$ cat src/rtl/sevenseg_scan_driver.sv
// ---------------------------------------------------------------------------
// sevenseg_scan_driver
//
// Time-multiplexes a 16-bit counter value onto a 4-digit common-anode
// 7-segment display as hexadecimal, one digit per scan slot of DIV cycles.
// The value (plus the up/down terminal-count flags) is captured into a
// shadow register once per frame, so a frame never mixes two counts.
// The first GUARD cycles of every slot keep all anodes off to suppress
// ghosting while the segment pattern changes.
//
// Parameters:
//   DIV    clock cycles per digit slot (DIV >= 2, DIV >= GUARD+1)
//   GUARD  dark cycles at the start of each slot (0 <= GUARD < DIV)
//
// Ports:
//   clk_i       in   1   system clock, rising edge
//   rst_ni      in   1   asynchronous active-low reset
//   val_i       in  16   counter value to display
//   utc_i       in   1   up terminal count (value == 0xFFFF)
//   dtc_i       in   1   down terminal count (value == 0x0000)
//   blank_lz_i  in   1   1 = blank leading zero digits (sampled live)
//   an_o        out  4   anode enables, active-low, bit k = digit k
//   seg_o       out  7   segments {g,f,e,d,c,b,a}, active-low
//   dp_o        out  1   decimal point, active-low
//   frame_o     out  1   one-cycle pulse when a new snapshot is taken
// ---------------------------------------------------------------------------
module sevenseg_scan_driver #(
  parameter int DIV   = 1000,
  parameter int GUARD = 4
) (
  input  logic        clk_i,
  input  logic        rst_ni,
  input  logic [15:0] val_i,
  input  logic        utc_i,
  input  logic        dtc_i,
  input  logic        blank_lz_i,
  output logic [3:0]  an_o,
  output logic [6:0]  seg_o,
  output logic        dp_o,
  output logic        frame_o
);

  localparam int            CW      = $clog2(DIV);
  localparam logic [CW-1:0] CNT_MAX = CW'(DIV - 1);

  // Hex digit to active-low {g,f,e,d,c,b,a} pattern.
  function automatic logic [6:0] hex_to_seg(input logic [3:0] nib);
    logic [6:0] seg;
    case (nib)
      4'h0:    seg = 7'h40;
      4'h1:    seg = 7'h79;
      4'h2:    seg = 7'h24;
      4'h3:    seg = 7'h30;
      4'h4:    seg = 7'h19;
      4'h5:    seg = 7'h12;
      4'h6:    seg = 7'h02;
      4'h7:    seg = 7'h78;
      4'h8:    seg = 7'h00;
      4'h9:    seg = 7'h10;
      4'hA:    seg = 7'h08;
      4'hB:    seg = 7'h03;
      4'hC:    seg = 7'h46;
      4'hD:    seg = 7'h21;
      4'hE:    seg = 7'h06;
      4'hF:    seg = 7'h0E;
      default: seg = 7'h7F;
    endcase
    return seg;
  endfunction

  // True when nibbles k..3 of v are all zero (digit k is a leading zero).
  function automatic logic upper_zero(input logic [15:0] v, input logic [1:0] k);
    logic z;
    case (k)
      2'd0:    z = (v == 16'h0000);
      2'd1:    z = (v[15:4] == 12'h000);
      2'd2:    z = (v[15:8] == 8'h00);
      2'd3:    z = (v[15:12] == 4'h0);
      default: z = 1'b0;
    endcase
    return z;
  endfunction

  logic [CW-1:0] cnt_r;
  logic [1:0]    d_r;
  logic [15:0]   shadow_r;
  logic          sh_utc_r;
  logic          sh_dtc_r;
  logic [3:0]    an_r;
  logic [6:0]    seg_r;
  logic          dp_r;
  logic          frame_r;

  logic          tick_s;
  logic          guard_s;
  logic          blanked_s;
  logic [3:0]    nib_s;
  logic [3:0]    an_next_s;
  logic [6:0]    seg_next_s;
  logic          dp_next_s;

  assign tick_s = (cnt_r == CNT_MAX);

  // With GUARD == 0 there is no dark interval; avoid a constant compare.
  generate
    if (GUARD == 0) begin : g_no_guard
      assign guard_s = 1'b0;
    end else begin : g_guard
      assign guard_s = (cnt_r < CW'(GUARD));
    end
  endgenerate

  // Select the nibble of the digit currently being scanned.
  always_comb begin
    nib_s = 4'h0;
    case (d_r)
      2'd0:    nib_s = shadow_r[3:0];
      2'd1:    nib_s = shadow_r[7:4];
      2'd2:    nib_s = shadow_r[11:8];
      2'd3:    nib_s = shadow_r[15:12];
      default: nib_s = 4'h0;
    endcase
  end

  // Digit 0 always shows, even for a value of zero.
  assign blanked_s = blank_lz_i && (d_r != 2'd0) && upper_zero(shadow_r, d_r);

  // Next display drive for the current (cnt, d, shadow).
  always_comb begin
    an_next_s  = 4'hF;
    seg_next_s = 7'h7F;
    dp_next_s  = 1'b1;
    if (guard_s || blanked_s) begin
      an_next_s  = 4'hF;
      seg_next_s = 7'h7F;
      dp_next_s  = 1'b1;
    end else begin
      an_next_s  = ~(4'b0001 << d_r);
      seg_next_s = hex_to_seg(nib_s);
      // utc and dtc may both be set; each point follows its own flag.
      if (((d_r == 2'd0) && sh_dtc_r) || ((d_r == 2'd3) && sh_utc_r)) begin
        dp_next_s = 1'b0;
      end else begin
        dp_next_s = 1'b1;
      end
    end
  end

  // Slot prescaler and digit index.
  always_ff @(posedge clk_i or negedge rst_ni) begin
    if (!rst_ni) begin
      cnt_r <= '0;
      d_r   <= 2'd0;
    end else if (tick_s) begin
      cnt_r <= '0;
      d_r   <= d_r + 2'd1;
    end else begin
      cnt_r <= cnt_r + CW'(1);
      d_r   <= d_r;
    end
  end

  // Frame snapshot of value and terminal-count flags, with frame pulse.
  always_ff @(posedge clk_i or negedge rst_ni) begin
    if (!rst_ni) begin
      shadow_r <= 16'h0000;
      sh_utc_r <= 1'b0;
      sh_dtc_r <= 1'b0;
      frame_r  <= 1'b0;
    end else if (tick_s && (d_r == 2'd3)) begin
      shadow_r <= val_i;
      sh_utc_r <= utc_i;
      sh_dtc_r <= dtc_i;
      frame_r  <= 1'b1;
    end else begin
      frame_r  <= 1'b0;
    end
  end

  // Registered display outputs.
  always_ff @(posedge clk_i or negedge rst_ni) begin
    if (!rst_ni) begin
      an_r  <= 4'hF;
      seg_r <= 7'h7F;
      dp_r  <= 1'b1;
    end else begin
      an_r  <= an_next_s;
      seg_r <= seg_next_s;
      dp_r  <= dp_next_s;
    end
  end

  assign an_o    = an_r;
  assign seg_o   = seg_r;
  assign dp_o    = dp_r;
  assign frame_o = frame_r;

endmodule
$ cat config.mk
export PLATFORM = sky130hd
export DESIGN_NAME = sevenseg_scan_driver
export DESIGN_NICKNAME = d
export VERILOG_FILES = /design/src/rtl/sevenseg_scan_driver.sv
export SDC_FILE = /design/constraint.sdc
export NUM_CORES = 1
export LEC_CHECK = 0
export ABC_AREA = 1
export BUFFER_PORTS_ARGS = -buffer_cell sky130_fd_sc_hd__buf_2
export CORE_MARGIN = 5
export CORE_UTILIZATION = 45
export DETAILED_ROUTE_END_ITERATION = 12
export PLACE_DENSITY = 0.71
export SKIP_LAST_GASP = 1
export SLEW_MARGIN = 20
export SYNTH_ARGS = -nofsm -noshare
export SYNTH_HDL_FRONTEND = slang
export SYNTH_SLANG_ARGS = --single-unit
$ cat constraint.sdc
create_clock -name clk_i -period 4.2 [get_ports clk_i]
set_clock_uncertainty 0.05 [all_clocks]
set_input_delay 0.42 -clock clk_i [delete_from_list [all_inputs] [get_ports clk_i]]
set_output_delay 0.42 -clock clk_i [all_outputs]
set_load 0.02 [all_outputs]
After elaboration in Yosys (flattened, before gate mapping)
Memories as Yosys holds them, arrays and structs flattened.
Cells that the tools add are included.
Operators by class
  add/subtract/negate cells: 2
  $lt $le $gt $ge: 1
  equality and inequality tests: 4
  shifts and indexed selects: 1
  mux-type cells: 8
  bitwise gates (word level): 1
  reduce and logical (&&, ||, !) cells: 13
Operator list (number)
  $logic_not 16->1: 1
  $pmux 4 s4: 1
  $logic_not 12->1: 1
  $add 10x1->10 const B: 1
  $eq 10x10->1 const B: 1
  $lt 10x3->1 const B: 1
  $mux 10: 1
  $logic_not 8->1: 1
  $mux 7: 1
  $logic_and 1x1->1: 5
  $eq 2x2->1 const B: 2
  $logic_not 4->1: 1
  $mux 4: 1
  $not 4->4: 1
  $pmux 1 s4: 1
  $shl 1x2->4 const A: 1
  $mux 1: 3
  $add 2x1->2 const B: 1
  $eq 2x1->1 const B: 1
  $logic_not 2->1: 1
  $logic_or 1x1->1: 2
  $reduce_bool 2->1: 1
Word-level totals
  bits in registers: 43
  memory bits (read-only): 112
  input port bits: 21
  output and inout port bits: 13
  logic and storage cells: 40
  memories kept: 1
Memory list
  (name not given): words 16, width 7, rd ports 1, clocked after Yosys merged registers in 0, wr ports 0, RTL line 49  | case (nib)

Longest topological paths before layout
Gate-level depths: netlist of the first run.
  word-level depth: 5
  mapped depth: 13
  gate-level depth less buffers: 13

Worst setup path after synthesis of the first run
No wires, ideal clock.
  path kind: reg-to-reg
  from: reg d_r[0]
  to: reg seg_r[0] (netlist: seg_o[0])
  library setup time: 90 ps
  arrival: 1772 ps
  data required time: 4060 ps
  path slack: 2288 ps
  stages on the path, launching flop included: 13
  buffers on the path: 0
  period minus slack after synthesis: 1912 ps
  cell sequence: dfrtp_1 > inv_1 > ha_1 > inv_2 > nand2_1 > nor2_1 > nor2_1 > inv_1 > ha_1 > inv_1 > o21ai_0 > nand2_1 > nand3_1
Between the ends
  cells in the longest elaborated chain, start to end: 5
  elaborated cells between the ends (all ways): 12
  those cells by class: eq/ne (3); mux (3); reduce/logical (5); memory (1)
RTL lines
  start, declared: RTL line 85  | logic [1:0] d_r;
  start signal, assigned: RTL line 156  | d_r <= d_r + 2'd1;
  start signal, assigned: RTL line 159  | d_r <= d_r;
  branches (longest 4 deep; another with $mem_v2 16x7)
  $mux 7 (*): RTL line 133  | if (guard_s || blanked_s) begin
  via seg_next_s[0]: RTL line 99  | logic [6:0] seg_next_s;
  end signal, assigned: RTL line 188  | seg_r <= seg_next_s;
  end, declared: RTL line 90  | logic [6:0] seg_r;
Mark *: on every way through the listed nets, which the timed path passes.
A chain may end at the register's enable or synchronous reset.

Final worst setup path of the first run
Ends and elaborated chain as after synthesis.

==> metrics.yaml, run 1 <==
start_util_pct: 46.2
io_pins: 34
num_rows: 25
synthCells: 269
pre_cts_ws_ns: 1.93
final.fill_count: 435
yosys.area.top_type: "dfrtp_1"
clockPowerShare_pct: 36.4
antenna_cells: 0
combPwrFrac_pct: 2.4
worst_pin_slew_ns: 0.906
irDropWorstVdd_uv: 168
syn_to_final_growth_pct: 12.6
holdCritPathClass: "in2async"
io_buffers: 33
clkSinkCount: 43
wl_per_cell_um: 11.2
cap_violations: 0
drive_above_1_share_pct: 20.3
syn_area_per_cell_um2: 8.07
slew_headroom_pct: 39.6
vias: 1719
fp.coreArea_um2: 4690
power_density_nw_per_um2: 277
place_area_um2: 2360
place.gp.congestion: 0.895
worst_path_max_delay_cell: "dfrtp_1"
synth_top_area_share_pct: 35.8
grt_pass1_vias: 1673
p_leak_nw: 1.24
cts_buffer_depth: 2
cts_resized: 0
critPathKind: "reg2reg"
fin_crit_sh_pct: 53.8
tns_ns: 0
synth_area_leaders: "dfrtp_1 36%, nand2_1 20%, dfstp_2 15%, ha_1 6.3%, inv_1 4.0%"
h-tree-depth: 2
intPower_uw: 539
cp_max_fo: 8
drt_iter0_markers: 66
end_kind: "flip-flop"
grt_max_degree: 44
hold_buffers: 0
track_usage_pct: 14.4
r2r-end: "seg_o[0]$_DFF_PN1_"
yosys_warnings: 0
clk_latency_ns: 0.29
ys_ff_latch: 43
synth_nets: 301
dieHeight_um: 79.4
root_buffer: "clkbuf_8"
cts_buffers: 5
seq_area_um2: 1090
place_hpwl_mm: 3.01
cts_tree: "built"
postRouteAntennaNets: 0
grt_overflow: 0
switching_share_pct: 20.4
die_area_um2: 6310
max_freq_mhz: 443
rsz0062_at_grt: "false"
status: "complete, no violations"
via_per_inst: 4.79
min_period_ns: 2.26
slowest_delay_ns: 0.41
slew_viol_final: 0
grt_pass1_wl_mm: 7.25
cp_cell_sequence: "inv_1 -> ha_1 -> inv_2 -> nand2_1 -> nor2_1 -> nor2_1 -> inv_1 -> ha_1 -> inv_1 -> o21ai_0 -> nand2_1 -> nand3_1"
stdcell_area_um2: 2440
die_x_um: 79.4
hold_violations: 0
cp.required_ns: 4.32
p_sw_uw: 138
fin_ws_ns: 1.94
num-nets-final: 336
setup_viol: 0
worstSetupEndpoint: "seg_o[0]$_DFF_PN1_"
wirelength_mm: 4.03
drc: 0
hold_ws_ns: 0.211
multi_input_area_um2: 935
syn-cell-area_um2: 2170
post_cts_buffers: 0
regToRegSetupSlack_ns: 1.94
path_clk_slew_ns: 0.07
ys_seq_area_share_pct: 50.3
worst-r2r-cell-count: 12
seqPwrFrac_pct: 61.2
antenna_found_initial: 0
start_kind: "flip-flop"
timing.rr.start: "d_r[0]$_DFFE_PN0N_"
cpMostUsedCell: "inv_1"
crit_start: "d_r[0]$_DFFE_PN0N_"
drtPass1Iterations: 4
cp.arrival_ns: 2.38
synth_cell_types: 29
-- worst min-delay path by stage --
stage | cells after the start | endpoint | slack (ns)
floorplan | 0 | cnt_r[0]$_DFF_PN0_ | 0.07
global placement | 1 | cnt_r[0]$_DFF_PN0_ | 0.39
detailed placement | 1 | cnt_r[0]$_DFF_PN0_ | 0.40
CTS | 1 | shadow_r[4]$_DFFE_PN0P_ | 0.24
global route | 3 | shadow_r[11]$_DFFE_PN0P_ | 0.26
finish | 1 | shadow_r[11]$_DFFE_PN0P_ | 0.21
-- layout by cell type, fill, tap and decap left out --
cell type  count
clkinv_4       1
a31oi_1        1
dfrtp_1       31
nand2_4        1
dfstp_2       12
nor2_1        21
buf_2         33
nand2_1      117
nand4_1        1
clkbuf_1       3
or2_2          1
clkbuf_8       5
xnor2_1        1
inv_2          1
inv_1         23
xor2_1         1
o22ai_2        1
nand3_1       14
nor3_2         1
nor4_1         1
nor3_1         6
a21oi_1        5
o21ai_0        5
nand2_2        3
o21ai_2        1
clkinv_2       1
a22o_1         1
and3_1         1
ha_1          11
nand3_2        1
-- per-layer routing --
layer / wire length [µm] / global-route usage (%) / vias up
li1: - / - / 901
met1: 1950 / 18.6 / 775
met2: 1830 / 23.6 / 37
met3: 185 / 3.61 / 6
met4: 63 / 4.81 / 0
met5: 0 / 0 / -
-- worst max-delay path, delay by kind of cell, from the launching register on --
kind	cells	cell delay, ns
fa+ha+maj	2	0.53
flops	1	0.41
compound gates	1	0.09
buf+inv	4	0.50
simple gates	5	0.56
-- area by class of cell --
cell class	count	area share (%)
sequential	43	44.7
multi-input combinational	195	38.3
timing repair buffer	33	6.76
inverter	26	4.25
clock buffer	8	3.28
tap	54	2.77
-- power by group through the flow --
stage	clock [mW]	combinational [mW]	sequential [mW]
final	0.247	0.0161	0.414
after global routing	0.271	0.0195	0.414
after CTS	0.255	0.0169	0.414
after detailed placement	0	0.0168	0.422
after global placement	0	0.0167	0.422
after floorplan	0	0.00000596	0.422
-- cell families (layout without fill, tap and decap cells) --
family	count (synthesis)	count (layout)	synth area share, %
DFF	43	43	50.3
xor gates and xnor gates	2	2	0.808
and+or+nand+nor	168	168	32.0
adders and majority gates	11	11	6.34
buffers and inverters	31	67	6.63
AOI/OAI and AO/OA	14	14	3.98
-- registers in the layout, indices dropped and copies added (netlist names) --
signal	cells
an_o	4
cnt_r	10
d_r	2
dp_o	1
frame_o	1
seg_o	7
sh_dtc_r	1
sh_utc_r	1
shadow_r	16
-- synth_stat cells --
library cell and instances:
nand2_1 117, dfrtp_1 31, inv_1 23, nor2_1 21
nand3_1 14, dfstp_2 12, ha_1 11, nor3_1 6
a21oi_1 5, o21ai_0 5, buf_2 4, nand2_2 3
a22o_1 1, a31oi_1 1, and3_1 1, buf_12 1
clkinv_2 1, clkinv_4 1, inv_2 1, nand2_4 1
nand3_2 1, nand4_1 1, nor3_2 1, nor4_1 1
o21ai_2 1, o22ai_2 1, or2_2 1, xnor2_1 1
xor2_1 1
-- stage by stage --
stage	utilization (%)	total power, mW	cells
after floorplan	-	0.422	269
after global placement	50.3	0.439	351
after detailed placement	50.3	0.439	351
after CTS	52.1	0.686	359
after global routing	52.1	0.705	359
final	52.1	0.677	359
Power figures use the tool's default switching activity.
==> run 2: changes to the inputs <==
PLACE_DENSITY = 0.73   (was 0.71)
clock period = 1.93 ns   (was 4.2 ns; I/O delays follow)
==> run 2 against run 1 <==
- cell count grew 4.2%
- first-iteration DRC count rose by 30%
- non-clock buffer count increased by 15
- total power rose by 120%
- wire length rose by 7.2%
- hold slack got worse by 0.17 ns
- maximum frequency rose by 25%
- flip-flop and latch count unchanged
- sequential share of layout area shrank 2.6 points
- register-to-register slack worse by 1.8 ns
- global-route usage increased by 0.26 points
- critical endpoint is now seg_o[1]$_DFF_PN1_
- highest routed layer unchanged
==> metrics.yaml, run 2 (synthesis results as in run 1) <==
cp.required_ns: 2.10  # -2.22 ns
fin_util_pct: 55.2  # +3.2 points
worst_pin_slew_ns: 0.751  # -0.155 ns
cp.arrival_ns: 1.98  # -0.40 ns
top_register: "shadow_r"
slew_headroom_pct: 49.9  # +10 points
irDropWorstVdd_uv: 430  # +160%
drive_above_1_share_pct: 25.9  # +5.6 points
grt_overflow: 0  # unchanged
max_freq_mhz: 551  # +25%
final_cell_mix: "116 x nand2_1, 33 x buf_2, 31 x dfrtp_1, 21 x nor2_1, 19 x inv_1"
place_hpwl_mm: 3.18  # +5.6%
p_leak_nw: 1.32  # +6.2%
cp_max_fo: 6  # -2
placedCellCount: 364  # +3.7%
hold_violations: 0  # unchanged
holdCritPathClass: "in2reg"
final_cells: 374  # +4.2%
fp.coreArea_um2: 4690  # unchanged
tns_ns: 0  # unchanged
antenna_cells: 0  # unchanged
place.gp.congestion: 0.883  # -1.3%
power_density_nw_per_um2: 571  # +110%
timing.rr.start: "d_r[0]$_DFFE_PN0N_"
cts_tree: "built"
root_buffer: "clkbuf_8"
grt_pass1_vias: 1717  # +2.6%
status: "complete, no violations"
worstSetupEndpoint: "seg_o[1]$_DFF_PN1_"
wirelength_mm: 4.32  # +7.2%
io_pins: 34  # unchanged
num-nets-final: 351  # +4.5%
drtPass1Iterations: 4  # unchanged
regToRegSetupSlack_ns: 0.12  # -1.83 ns
io_buffers: 33  # unchanged
r2r-end: "seg_o[1]$_DFF_PN1_"
crit_start: "d_r[0]$_DFFE_PN0N_"
vias: 1800  # +4.7%
fin_ws_ns: 0.116  # -1.83 ns
rsz0062_at_grt: "true"
largest_reg_flops: 16  # unchanged
syn_to_final_growth_pct: 19.4
min_period_ns: 1.81  # -0.445 ns
clk_latency_ns: 0.29  # about the same
path_clk_slew_ns: 0.08  # about the same
cts_buffers: 5  # unchanged
end_kind: "flip-flop"
worst-r2r-cell-count: 11  # -1
cap_violations: 0  # unchanged
setup_viol: 0  # unchanged
via_per_inst: 4.81  # +0.51%
pre_cts_ws_ns: 0.0305  # -1.90 ns
num_rows: 25  # unchanged
postRouteAntennaNets: 0  # unchanged
grt_pass1_wl_mm: 7.27  # +0.37%
slew_viol_final: 0  # unchanged
fin_crit_sh_pct: 94.0  # +40 points
start_util_pct: 46.2  # unchanged
start_kind: "flip-flop"
drc: 0  # unchanged
critPathKind: "reg2reg"
die_x_um: 79.4  # unchanged
h-tree-depth: 2  # unchanged
track_usage_pct: 14.7  # +0.26 points
wl_per_cell_um: 11.5  # +2.9%
die_area_um2: 6310  # unchanged
antenna_found_initial: 0  # unchanged
dieHeight_um: 79.4  # unchanged
grt_max_degree: 35  # -20%
final_common_cell: "nand2_1"
cts_buffer_depth: 2  # unchanged
clkSinkCount: 43  # unchanged
drt_iter0_markers: 86  # +30%
[run 2: critical path, stage by stage, from the launching register on]
cell and delay [ns]:
dfrtp_1 0.41, inv_2 0.11, ha_4 0.14, inv_2 0.06
or2_2 0.28, o21ai_2 0.08, buf_6 0.14, ha_1 0.23
nand2_1 0.09, nand2_1 0.05, nand2_1 0.06, nand2_1 0.05
[run 2: metrics by stage]
step | area, µm² | hold slack [ns] | power (mW)
after floorplan | 2170 | -0.153 | 0.919
after global placement | 2460 | 0.240 | 0.958
after detailed placement | 2460 | 0.244 | 0.958
after CTS | 2550 | 0.0308 | 1.50
after global routing | 2590 | 0.0286 | 1.54
final | 2590 | 0.0364 | 1.48
[run 2: worst min-delay path by stage]
stage / from / to / slack [ns] / cells past startpoint
4_1_cts: val_i[11] / shadow_r[11]$_DFFE_PN0P_ / 0.03 / 3
3_3_place_gp: rst_ni / shadow_r[9]$_DFFE_PN0P_ / 0.24 / 1
5_1_grt: val_i[11] / shadow_r[11]$_DFFE_PN0P_ / 0.03 / 3
2_1_floorplan: rst_ni / cnt_r[0]$_DFF_PN0_ / -0.15 / 0
6_report: val_i[11] / shadow_r[11]$_DFFE_PN0P_ / 0.04 / 3
3_5_place_dp: rst_ni / shadow_r[9]$_DFFE_PN0P_ / 0.24 / 1
[run 2: timing repair]
| item | 4_1_cts | 5_1_grt |
|---|---|---|
| resized for setup | 0 | 10 |
| setup buffers | 0 | 1 |
| hold buffers | 1 | 0 |
| endpoints found under the setup margin | 0 | 6 |
| endpoints found under the hold margin | 31 | 0 |
[run 2: layout make-up]
cell class,instances,area [µm²]
timing repair buffer,48,297
tap,54,67.6
inverter,26,104
multi-input combinational,195,952
fill,432,2100
clock buffer,8,80.1
sequential,43,1090
[run 2: report_power, final]
part	internal (mW)	switching (mW)	leakage, nW
Combinational	0.0178	0.0221	0.830
Sequential	0.902	0	0.450
Clock	0.257	0.281	0.0395
[run 2: layer usage]
layer	global-route usage (%)	vias to the layer above	share of wire, %
met5	0	-	0
met4	5.15	0	1.6
met3	3.16	5	3.7
met2	24.8	35	47
met1	18.5	828	48
li1	-	932	-
==> run 3: changes to the inputs <==
PLACE_DENSITY = 0.71   (was 0.73)
clock period = 1.75 ns   (was 1.93 ns; I/O delays follow)
==> run 3 against run 2 <==
- non-clock buffer count grew 9
- cell count is 2.4% higher
- highest routed layer unchanged
- critical path depth stayed put
==> metrics.yaml, run 3 (synthesis results as in run 1) <==
holdCritPathClass: "in2reg"
power_density_nw_per_um2: 585  # +2.5%
cap_violations: 0  # unchanged
postRouteAntennaNets: 0  # unchanged
grt_pass1_wl_mm: 8.00  # +10%
intPower_mw: 1.29  # +10%
place.gp.congestion: 0.928  # +5.1%
fp.coreArea_um2: 4690  # unchanged
p_leak_nw: 1.37  # +4.1%
syn_to_final_growth_pct: 29.5
wl_met2_mm: 2.15  # +5.8%
io_pins: 34  # unchanged
fin_util_pct: 59.9  # +4.7 points
tns_ns: 0  # unchanged
wl_per_cell_um: 12.0  # +4.0%
combPwrFrac_pct: 2.7  # about the same
die_x_um: 79.4  # unchanged
stdcell_area_um2: 2810  # +8.5%
grt_max_degree: 20  # -43%
switching_share_pct: 21.3  # +0.84 points
cts_tree: "built"
cp.arrival_ns: 1.92  # -0.06 ns
final_cell_mix: "111 x nand2_1, 33 x buf_2, 30 x dfrtp_1, 20 x nor2_1"
grt_overflow: 0  # unchanged
cts_buffer_depth: 2  # unchanged
met3_length_um: 197  # +23%
rsz0062_at_grt: "true"
clk_latency_ns: 0.29  # about the same
drc: 0  # unchanged
top_register: "shadow_r"
drtPass1Iterations: 4  # unchanged
root_buffer: "clkbuf_8"
slew_headroom_pct: 82.7  # +33 points
pre_cts_ws_ns: -0.0575  # -0.0880 ns
hold_ws_ns: 0.0183  # -0.0181 ns
place_hpwl_mm: 3.31  # +3.9%
grt_pass1_vias: 1794  # +4.5%
critPathKind: "reg2reg"
min_period_ns: 1.75  # -0.0675 ns
end_kind: "flip-flop"
fin_ws_ns: 0.00311  # -0.112 ns
power_mw: 1.64  # +11%
hold_violations: 0  # unchanged
final_common_cell: "nand2_1"
wirelength_mm: 4.60  # +6.5%
h-tree-depth: 2  # unchanged
seqPwrFrac_pct: 60.4  # -0.5 points
die_area_um2: 6310  # unchanged
io_buffers: 33  # unchanged
antenna_cells: 0  # unchanged
cts_buffers: 5  # unchanged
placedCellCount: 366  # +0.55%
p_sw_uw: 351  # +16%
num_rows: 25  # unchanged
status: "complete, no violations"
drive_above_1_share_pct: 34.0  # +8.1 points
final_cells: 383  # +2.4%
drt_iter0_markers: 78  # -9.3%
vias: 1842  # +2.3%
via_per_inst: 4.81  # about the same
cp_max_fo: 6  # unchanged
cp.required_ns: 1.93  # -0.17 ns
clockPowerShare_pct: 36.8  # +0.4 points
path_clk_slew_ns: 0.08  # about the same
fin_crit_sh_pct: 99.8  # +5.8 points
num-nets-final: 360  # +2.6%
top_layer_used: "met4"
wl_met1_mm: 2.15  # +4.7%
antenna_found_initial: 0  # unchanged
place_area_um2: 2500  # +1.8%
irDropWorstVdd_uv: 377  # -12%
worst_pin_slew_ns: 0.257  # -0.494 ns
start_util_pct: 46.2  # unchanged
start_kind: "flip-flop"
max_freq_mhz: 572  # +3.9%
slew_viol_final: 0  # unchanged
dieHeight_um: 79.4  # unchanged
setup_viol: 0  # unchanged
track_usage_pct: 16.3  # +1.6 points
clkSinkCount: 43  # unchanged
largest_reg_flops: 16  # unchanged
==> run 3: changes by cell type in the layout (fill, tap and decap cells not counted), moves of 4 or more <==
cell and change:
inv_4 +4, buf_6 +4, nand2_2 +4, nand2_1 -5
ha_4 +7, buf_4 +6, ha_1 -7
==> run 3: worst paths after layout <==
kind                               startpoint                  endpoint  slack (ns)  cells past startpoint
min reg2reg                cnt_r[0]$_DFF_PN0_        cnt_r[0]$_DFF_PN0_        0.41                      1
min in group asynchronous              rst_ni  shadow_r[11]$_DFFE_PN0P_        0.21                      2
max reg2reg                d_r[1]$_DFFE_PN0N_        seg_o[1]$_DFF_PN1_       0.003                     11
min                                  val_i[0]   shadow_r[0]$_DFFE_PN0P_        0.02                      3
max in group asynchronous              rst_ni        seg_o[0]$_DFF_PN1_        0.89                      3
max                        d_r[1]$_DFFE_PN0N_        seg_o[1]$_DFF_PN1_       0.003                     11
==> run 3: power by group through the flow <==
stage,sequential (mW),combinational (mW),clock (mW)
final,0.994,0.0447,0.606
after global routing,0.994,0.0530,0.678
after CTS,0.994,0.0468,0.633
after detailed placement,1.01,0.0450,0
after global placement,1.01,0.0440,0
after floorplan,1.01,0.0000134,0
==> run 3: worst max-delay path, stage by stage (launching register included) <==
cell and delay (ns):
dfrtp_2 0.46, inv_4 0.10, ha_4 0.15, inv_4 0.05, or2_4 0.23, o21ai_4 0.10, buf_6 0.14, ha_4 0.19
nand2_4 0.07, nand2_1 0.05, nand2_1 0.06, nand2_1 0.05
==> run 3: final cells by class <==
class / instances / area (µm²)
fillers: 407 / 1880
flip-flops and latches: 43 / 1090
multi-input cells: 195 / 1090
repair buffers: 57 / 367
inverters: 26 / 114
clock buffers: 7 / 76.3
well taps: 54 / 67.6
clock inverters: 1 / 5.00
==> run 3: what timing repair did <==
item,in CTS,in global routing
gates resized for setup,12,23
buffers inserted,4,4
pin swaps,5,12
endpoints found under the hold margin,31,0
setup endpoints to repair,5,7
hold buffers,1,0
==> run 3: metal layers <==
layer,vias to the layer above,global-route usage (%)
met5,-,0
met4,0,8.93
met3,9,3.27
met2,45,25.6
met1,840,21.0
li1,948,-
